File: config.mk
export PLATFORM = sky130hd
export DESIGN_NAME = if_fetch_unit
export DESIGN_NICKNAME = d
export VERILOG_FILES = /design/src/rtl/if_fetch_unit.sv
export SDC_FILE = /design/constraint.sdc
export NUM_CORES = 1
export LEC_CHECK = 0
export ABC_CLOCK_PERIOD_IN_PS = 7700
export BUFFER_PORTS_ARGS = -buffer_cell sky130_fd_sc_hd__clkbuf_2
export CAP_MARGIN = 15
export CORE_ASPECT_RATIO = 1.5
export CORE_UTILIZATION = 57
export DETAILED_ROUTE_END_ITERATION = 8
export PLACE_DENSITY = 0.81
export SLEW_MARGIN = 5
export SYNTH_ARGS = -nofsm -noshare
export SYNTH_HDL_FRONTEND = slang
export SYNTH_SLANG_ARGS = --single-unit
export TNS_END_PERCENT = 1
File: constraint.sdc
create_clock -name clk -period 7.7 [get_ports clk]
set_input_delay 1.54 -clock clk [delete_from_list [all_inputs] [get_ports clk]]
set_output_delay 1.54 -clock clk [all_outputs]
set_load 0.01 [all_outputs]
File: src/rtl/if_fetch_unit.sv
// if_fetch_unit
// Instruction-fetch front end of the 5-stage MIPS pipeline. Owns the PC,
// fetches over a req/ack handshake to a variable-latency instruction memory,
// and drives the IF/ID pipeline register. A one-entry skid buffer holds a
// word that returns while ID is frozen. A branch redirect issued while a
// request is outstanding leaves the FSM in DROP, where the stale response
// is absorbed before the new target is fetched.

module if_fetch_unit #(
  parameter logic [31:0] RESET_PC = 32'h0000_0000
) (
  input  logic        clk,
  input  logic        rst,
  input  logic        Freeze,
  input  logic        Br_taken,
  input  logic [31:0] Br_Addr,
  output logic        imem_req,
  output logic [31:0] imem_addr,
  input  logic        imem_ack,
  input  logic [31:0] imem_rdata,
  output logic        IF_Valid,
  output logic [31:0] IF_Instruction,
  output logic [31:0] IF_PC
);

  localparam logic [1:0] ST_IDLE = 2'd0;
  localparam logic [1:0] ST_WAIT = 2'd1;
  localparam logic [1:0] ST_DROP = 2'd2;

  // Fetch-side state
  logic [1:0]  state_r;
  logic [1:0]  state_s;
  logic [31:0] pc_r;
  logic [31:0] pc_s;
  logic [31:0] addr_r;
  logic [31:0] addr_s;
  logic        req_r;
  logic        req_s;
  logic        deliver_s;
  logic [31:0] pc_inc_s;
  logic [31:0] br_target_s;

  // Skid buffer
  logic        buf_valid_r;
  logic        buf_valid_s;
  logic [31:0] buf_instr_r;
  logic [31:0] buf_instr_s;
  logic [31:0] buf_pc_r;
  logic [31:0] buf_pc_s;

  // IF/ID register
  logic        if_valid_r;
  logic        if_valid_s;
  logic [31:0] if_instr_r;
  logic [31:0] if_instr_s;
  logic [31:0] if_pc_r;
  logic [31:0] if_pc_s;

  // Redirect target is word-aligned; sequential PC wraps naturally mod 2^32.
  assign br_target_s = Br_Addr & 32'hFFFF_FFFC;
  assign pc_inc_s    = pc_r + 32'd4;

  // Next-state logic for the fetch FSM, PC and outstanding request address.
  always_comb begin
    state_s   = state_r;
    pc_s      = pc_r;
    addr_s    = addr_r;
    deliver_s = 1'b0;
    case (state_r)
      ST_IDLE: begin
        if (Br_taken) begin
          pc_s = br_target_s;
        end else begin
          pc_s = pc_r;
        end
        // A full buffer blocks new requests; the late-ack of an abandoned
        // request is simply not looked at here.
        if (!buf_valid_r) begin
          state_s = ST_WAIT;
          addr_s  = pc_s;
        end else begin
          state_s = ST_IDLE;
          addr_s  = addr_r;
        end
      end
      ST_WAIT: begin
        if (Br_taken) begin
          pc_s = br_target_s;
          if (imem_ack) begin
            // Response retires with the redirect; nothing is left in flight.
            state_s = ST_WAIT;
            addr_s  = br_target_s;
          end else begin
            // Request still in flight: keep presenting it and discard later.
            state_s = ST_DROP;
            addr_s  = addr_r;
          end
        end else if (imem_ack) begin
          deliver_s = 1'b1;
          pc_s      = pc_inc_s;
          if (Freeze) begin
            state_s = ST_IDLE;
            addr_s  = addr_r;
          end else begin
            state_s = ST_WAIT;
            addr_s  = pc_inc_s;
          end
        end else begin
          state_s = ST_WAIT;
          pc_s    = pc_r;
          addr_s  = addr_r;
        end
      end
      ST_DROP: begin
        if (Br_taken) begin
          pc_s = br_target_s;
        end else begin
          pc_s = pc_r;
        end
        if (imem_ack) begin
          state_s = ST_WAIT;
          addr_s  = pc_s;
        end else begin
          state_s = ST_DROP;
          addr_s  = addr_r;
        end
      end
      default: begin
        state_s = ST_IDLE;
        pc_s    = pc_r;
        addr_s  = addr_r;
      end
    endcase
  end

  assign req_s = (state_s != ST_IDLE);

  // IF/ID and skid-buffer update: flush, then freeze, then buffer, then fetch.
  always_comb begin
    if_valid_s  = if_valid_r;
    if_instr_s  = if_instr_r;
    if_pc_s     = if_pc_r;
    buf_valid_s = buf_valid_r;
    buf_instr_s = buf_instr_r;
    buf_pc_s    = buf_pc_r;
    if (Br_taken) begin
      if_valid_s  = 1'b0;
      if_instr_s  = 32'h0000_0000;
      buf_valid_s = 1'b0;
    end else if (Freeze) begin
      if (deliver_s) begin
        buf_valid_s = 1'b1;
        buf_instr_s = imem_rdata;
        buf_pc_s    = pc_inc_s;
      end else begin
        buf_valid_s = buf_valid_r;
      end
    end else if (buf_valid_r) begin
      if_valid_s  = 1'b1;
      if_instr_s  = buf_instr_r;
      if_pc_s     = buf_pc_r;
      buf_valid_s = 1'b0;
    end else if (deliver_s) begin
      if_valid_s = 1'b1;
      if_instr_s = imem_rdata;
      if_pc_s    = pc_inc_s;
    end else begin
      if_valid_s = 1'b0;
      if_instr_s = 32'h0000_0000;
    end
  end

  // State, request and pipeline registers.
  always_ff @(posedge clk or posedge rst) begin
    if (rst) begin
      state_r     <= ST_IDLE;
      pc_r        <= RESET_PC;
      addr_r      <= RESET_PC;
      req_r       <= 1'b0;
      buf_valid_r <= 1'b0;
      buf_instr_r <= 32'h0000_0000;
      buf_pc_r    <= 32'h0000_0000;
      if_valid_r  <= 1'b0;
      if_instr_r  <= 32'h0000_0000;
      if_pc_r     <= 32'h0000_0000;
    end else begin
      state_r     <= state_s;
      pc_r        <= pc_s;
      addr_r      <= addr_s;
      req_r       <= req_s;
      buf_valid_r <= buf_valid_s;
      buf_instr_r <= buf_instr_s;
      buf_pc_r    <= buf_pc_s;
      if_valid_r  <= if_valid_s;
      if_instr_r  <= if_instr_s;
      if_pc_r     <= if_pc_s;
    end
  end

  assign imem_req       = req_r;
  assign imem_addr      = addr_r;
  assign IF_Valid       = if_valid_r;
  assign IF_Instruction = if_instr_r;
  assign IF_PC          = if_pc_r;

endmodule

* Word level (Yosys, flattened, before mapping)
Index checks and enable logic that the tools add are counted.
** Cells by class
- Add/sub/neg operators :: 1
- Equal/unequal tests :: 9
- Mux-type cells :: 33
- Bitwise logic cells :: 2
- Reduce and logical (&&, ||, !) cells :: 10
** Operators by type and width (count)
- $mux 32 :: 15
- $pmux 32 s3 :: 1
- $pmux 32 s2 :: 1
- $add 32x3->32 const B :: 1
- $mux 1 :: 12
- $mux 2 :: 3
- $ne 2x2->1 const B :: 3
- $ne 3x3->1 const B :: 2
- $pmux 2 s3 :: 1
- $reduce_and 3->1 :: 2
- $reduce_bool 2->1 :: 3
- $reduce_and 5->1 :: 1
- $ne 3x1->1 const B :: 1
- $reduce_bool 3->1 :: 1
- $eq 2x1->1 const B :: 1
- $eq 2x2->1 const B :: 1
- $logic_not 2->1 :: 1
- $ne 2x1->1 const B :: 1
- $not 1->1 :: 2
- $reduce_and 2->1 :: 1
- $reduce_or 2->1 :: 1
** Storage, ports and cells
- Register bits :: 197
- Bits of input ports :: 69
- Output and inout port bits :: 98
- Logic and storage cells :: 65

* Logic depth before layout (Yosys ltp)
- Depth in word-level cells :: 7
- Depth in mapped cells :: 8
- Gate-level depth less buffers :: 6

* Worst setup path after synthesis
OpenSTA, ideal clock, no wires.
- Path type :: input -> register
- From :: in Br_taken
- To :: reg buf_pc_r[11]
- Library setup time :: 0.137 ns
- Arrival time :: 3.114 ns
- Required time :: 7.563 ns
- Slack :: 4.449 ns
- Cell stages on the path :: 8
- Buffers on the path :: 5
- Cell sequence :: clkbuf_1 > nor2b_1 > clkbuf_1 > and3_1 > clkbuf_1 > buf_2 > buf_1 > a21oi_1
** Between the ends
- Cells in the longest elaborated chain, start to end :: 3
- Elaborated cells between the ends (all ways) :: 4
- Classes of those cells :: mux: 2; bitwise: 1; reduce/logical: 1
** RTL lines
- start, declared :: line 15 : input logic Br_taken,
- $mux 1 :: line 87 : if (Br_taken) begin
- $mux 1 :: line 69 : case (state_r)
- $reduce_and 3->1 (no line) (*)
- end signal, assigned :: line 193 : buf_pc_r <= buf_pc_s;
- end, declared :: line 48 : logic [31:0] buf_pc_r;
Every way passes the cells marked *; elsewhere a longest branch is shown, timed or not.
A chain may end at the register's enable or synchronous reset.

* Worst setup path after layout
- From :: in Br_taken
- To :: reg pc_r[18]
** Between the ends
- Cells in the longest elaborated chain, start to end :: 2
- Elaborated cells between the ends (all ways) :: 5
- Classes of those cells :: eq/ne: 1; mux: 3; reduce/logical: 1
** RTL lines
- $mux 32 (tied with other cells) :: line 71, 115
- $pmux 32 s2 or $reduce_and 2->1 (tied branches)
- end signal, assigned :: line 188 : pc_r <= pc_s;
- end, declared :: line 33 : logic [31:0] pc_r;
Several ways; a longest one is shown, not always the timed one.

==> impl_metrics.csv <==
group,metric,value,unit
outcome,status,"completed",
sta,finalCritPeriodShare,0.505,
floorplanning,io_pins,167,
synthesis,synth_seq_cells,197,
setup_path,worstPathArrival,4.18,ns
floorplanning,die_w,110,um
sta,tns,0,ns
place,dp_hpwl,17300,um
setup_path,crit_family,"compound AO/OA/AOI/OAI gates",
synthesis,ys_async_sr_fraction,1.00,
final_layout,area_delta_synth_final,14.3,%
setup_path,crit_slowest_cell,"o21ai_2",
min_path,min_path_type,"reg -> reg",
floorplanning,fp-row-count,58,
synthesis,synthCells,1045,
synthesis,synthMuxAreaShare,0.0892,
sta,max_slew_margin,0.269,
cts,cts.sinks,197,
synthesis,synth.distinct_cells,63,
routing,vias_per_cell,6.08,
floorplanning,coreArea,16900,um2
synthesis,synth_fa_ha_area_frac,0.00126,
setup_path,r2r_cells,5,
run,maxCapViolCount,0,
routing,wire_per_inst,19.1,um
pwr,powerDensity,315,nW/um2
synthesis,synth_top_family_by_area,"simple AND/OR/NAND/NOR gates",
setup_path,endpoint_kind,"register",
final_layout,fillCellCount,1353,
final_layout,drive_gt1_frac,0.233,
cts,cts_tree,"done",
routing,drc,0,
synthesis,syn_nets,1115,
routing,drtPass1Iterations,5,
place,numPortBuffers,164,
synthesis,synth_compound_area_frac,0.159,
final_layout,seqCellArea,4930,um2
synthesis,synth_edf_count,0,
setup_path,startpoint,"Br_taken",
place,dp_cells,1333,
global_routing,grt_pass1_wl,41600,um
floorplanning,die_height,164,um
place,place_congestion,1.03,
setup_path,required,8.00,ns
routing,vias,8304,
setup_path,path_depth,7,
global_routing,grt_max_degree,119,
synthesis,synth-xor-area-share,0.0397,
sta,finalClockSkew,0.0212,ns
synthesis,yosys.area_share.simple,0.165,
synthesis,yosys_warnings,0,
sta,fmax,257,MHz
sta,finalCriticalPeriod,3.89,ns
setup_path,start_kind,"input pin",
setup_path,r2r_start,"state_r[0]$_DFF_PP0_",
cts,cts_resized,0,
setup_path,crit_path_max_fanout,58,
sta,rsz0062_at_grt,"false",
setup_path,r2r_end,"buf_pc_r[3]$_DFFE_PP0P_",
cts,cts_root_buffer,"clkbuf_16",
sta,worst_pin_slew,1.09,ns
setup_path,r2r_slack,4.14,ns
synthesis,yosysSeqAreaShare,0.497,
sta,setup-violations-final,0,
cts,cts_buffers,17,
synthesis,syn_area_per_cell,9.49,um2
final_layout,num-nets-final,1212,
setup_path,path_cells,"clkbuf_2 -> buf_4 -> nor2_1 -> o21ai_2 -> o21ai_1 -> a32oi_1 -> o21ai_0",
routing,drt_iter0_drc,705,
global_routing,grt.overflow.total,0,
pwr,ir_drop,0.177,mV
setup_path,max_stage_delay,0.85,ns
final_layout,antennaDiodeCount,0,
cts,clk_latency,0.44,ns
pwr,power_leakage,4.85,nW
synthesis,synth-main-ff-cell,"dfrtp_1",
global_routing,grt_util_all_layers,0.303,
sta,slew_violations,0,
cts,cts-hold-fix-buffers,0,
routing,drtAntennaViolNets,0,
routing,wirelength,26100,um
setup_path,path_class,"in -> reg",
setup_path,endpoint,"pc_r[18]$_DFFE_PP0P_",
floorplanning,start_util,0.587,
cts,postCtsSetupBuffers,0,
cts,cts_buffer_depth,2,
sta,hold_viol_final,0,
synthesis,syn_area,9920,um2
cts,path_clk_slew,0.08,ns
setup_path,critPathBufInv,2,
final_layout,finalNonFillerCells,1365,
global_routing,antenna_found_initial,0,
final_layout,final_util,0.671,
floorplanning,die_area,17900,um2
global_routing,grt_pass1_vias,7959,
final_layout,multi_input_area,4520,um2
cts,htree_levels,4,
cell families after synthesis:
group	count (synthesis)
buffers and inverters	115
and+or+nand+nor	347
xor gates and xnor gates	45
AOI/OAI and AO/OA	257
DFF	197
muxes	83
adders and majority gates	1
per-stage QoR:
step	instance area, um2	total power, W	setup WS [ns]	hold slack (ns)
3_3_place_gp	10700	0.00259	3.45	0.460
3_5_place_dp	10700	0.00263	3.42	0.469
2_1_floorplan	9920	0.00225	0.791	0.480
4_1_cts	11300	0.00359	3.83	0.488
5_1_grt	11300	0.00377	3.69	0.516
6_report	11300	0.00358	3.81	0.480
synthesized netlist by cell type, drive strengths merged, types with 4 or more instances:
| library cell | n | area share |
|---|---|---|
| o31ai | 9 | 0.0068 |
| buf | 34 | 0.018 |
| xor2 | 10 | 0.0088 |
| nor4 | 21 | 0.014 |
| nor3 | 24 | 0.012 |
| or3 | 15 | 0.0095 |
| o21ai | 95 | 0.048 |
| o22ai | 10 | 0.0063 |
| xnor2 | 35 | 0.031 |
| o221ai | 9 | 0.0079 |
| nand2 | 129 | 0.049 |
| and3 | 4 | 0.0025 |
| clkbuf | 63 | 0.024 |
| dfrtp | 197 | 0.50 |
| and4 | 5 | 0.0044 |
| o31a | 4 | 0.0035 |
| a21oi | 65 | 0.033 |
| mux2 | 43 | 0.049 |
| nor2b | 9 | 0.0057 |
| o22a | 9 | 0.0079 |
| a32oi | 9 | 0.0079 |
| inv | 17 | 0.0064 |
| a221oi | 6 | 0.0053 |
| nor3b | 4 | 0.0030 |
| nand3 | 22 | 0.012 |
| a22oi | 5 | 0.0038 |
| a31oi | 9 | 0.0057 |
| and2 | 6 | 0.0038 |
| nor2 | 85 | 0.032 |
| mux2i | 40 | 0.040 |
| nand4 | 14 | 0.010 |
cell usage in the layout (no fill, tap or decap), types with 24 or more instances in the layout:
cell type	synthesis	routed
a21oi_1	65	65
clkbuf_2	1	164
dfrtp_1	197	196
mux2_2	43	43
mux2i_1	40	40
nand2_1	128	128
nor2_1	85	85
nor3_1	24	24
o21ai_0	94	93
xnor2_1	35	35
report_power, final:
group | switching (W) | leakage, nW | total [W] | internal, W
registers | 0.000254 | 2.39 | 0.00161 | 0.00136
clock network | 0.000490 | 0.310 | 0.000950 | 0.000461
logic | 0.000593 | 2.15 | 0.00102 | 0.000423
total | 0.00134 | 4.85 | 0.00358 | 0.00224
flip-flops by register name (all words and copies together) (netlist names):
name / cells
IF_Instruction: 32
IF_PC: 32
buf_instr_r: 32
buf_pc_r: 32
imem_addr: 32
pc_r: 32
state_r: 2
IF_Valid: 1
buf_valid_r: 1
imem_req: 1
layout make-up:
cell class | count | area share
clock buffers | 17 | 0.0375
clock inverters | 15 | 0.0194
inverters | 18 | 0.00662
multi-input cells | 733 | 0.399
flip-flops and latches | 197 | 0.435
well taps | 210 | 0.0232
repair buffers | 175 | 0.0796
worst min-delay path, delay by kind of cell, from the launching register on:
family / cells / cell delay, ns
DFF: 1 / 0.35
AOI/OAI and AO/OA: 1 / 0.06
and+or+nand+nor: 1 / 0.04
metal layers:
metal	GRT usage	share of wire	up-vias
met3	0.0503	0.065	48
met5	0	0	-
met4	0.116	0.027	0
met1	0.393	0.41	4035
li1	-	-	3889
met2	0.503	0.50	332
how the worst min path moves through the flow:
stage / cells past startpoint / startpoint / end
floorplan: 1 / buf_pc_r[8]$_DFFE_PP0P_ / buf_pc_r[8]$_DFFE_PP0P_
global placement: 2 / IF_Instruction[26]$_DFFE_PP0N_ / IF_Instruction[26]$_DFFE_PP0N_
detailed placement: 2 / IF_Instruction[21]$_DFFE_PP0N_ / IF_Instruction[21]$_DFFE_PP0N_
CTS: 2 / IF_Instruction[2]$_DFFE_PP0N_ / IF_Instruction[2]$_DFFE_PP0N_
global route: 2 / IF_Instruction[18]$_DFFE_PP0N_ / IF_Instruction[18]$_DFFE_PP0N_
finish: 2 / IF_Instruction[1]$_DFFE_PP0N_ / IF_Instruction[1]$_DFFE_PP0N_
(Power assumes the default switching activity.)
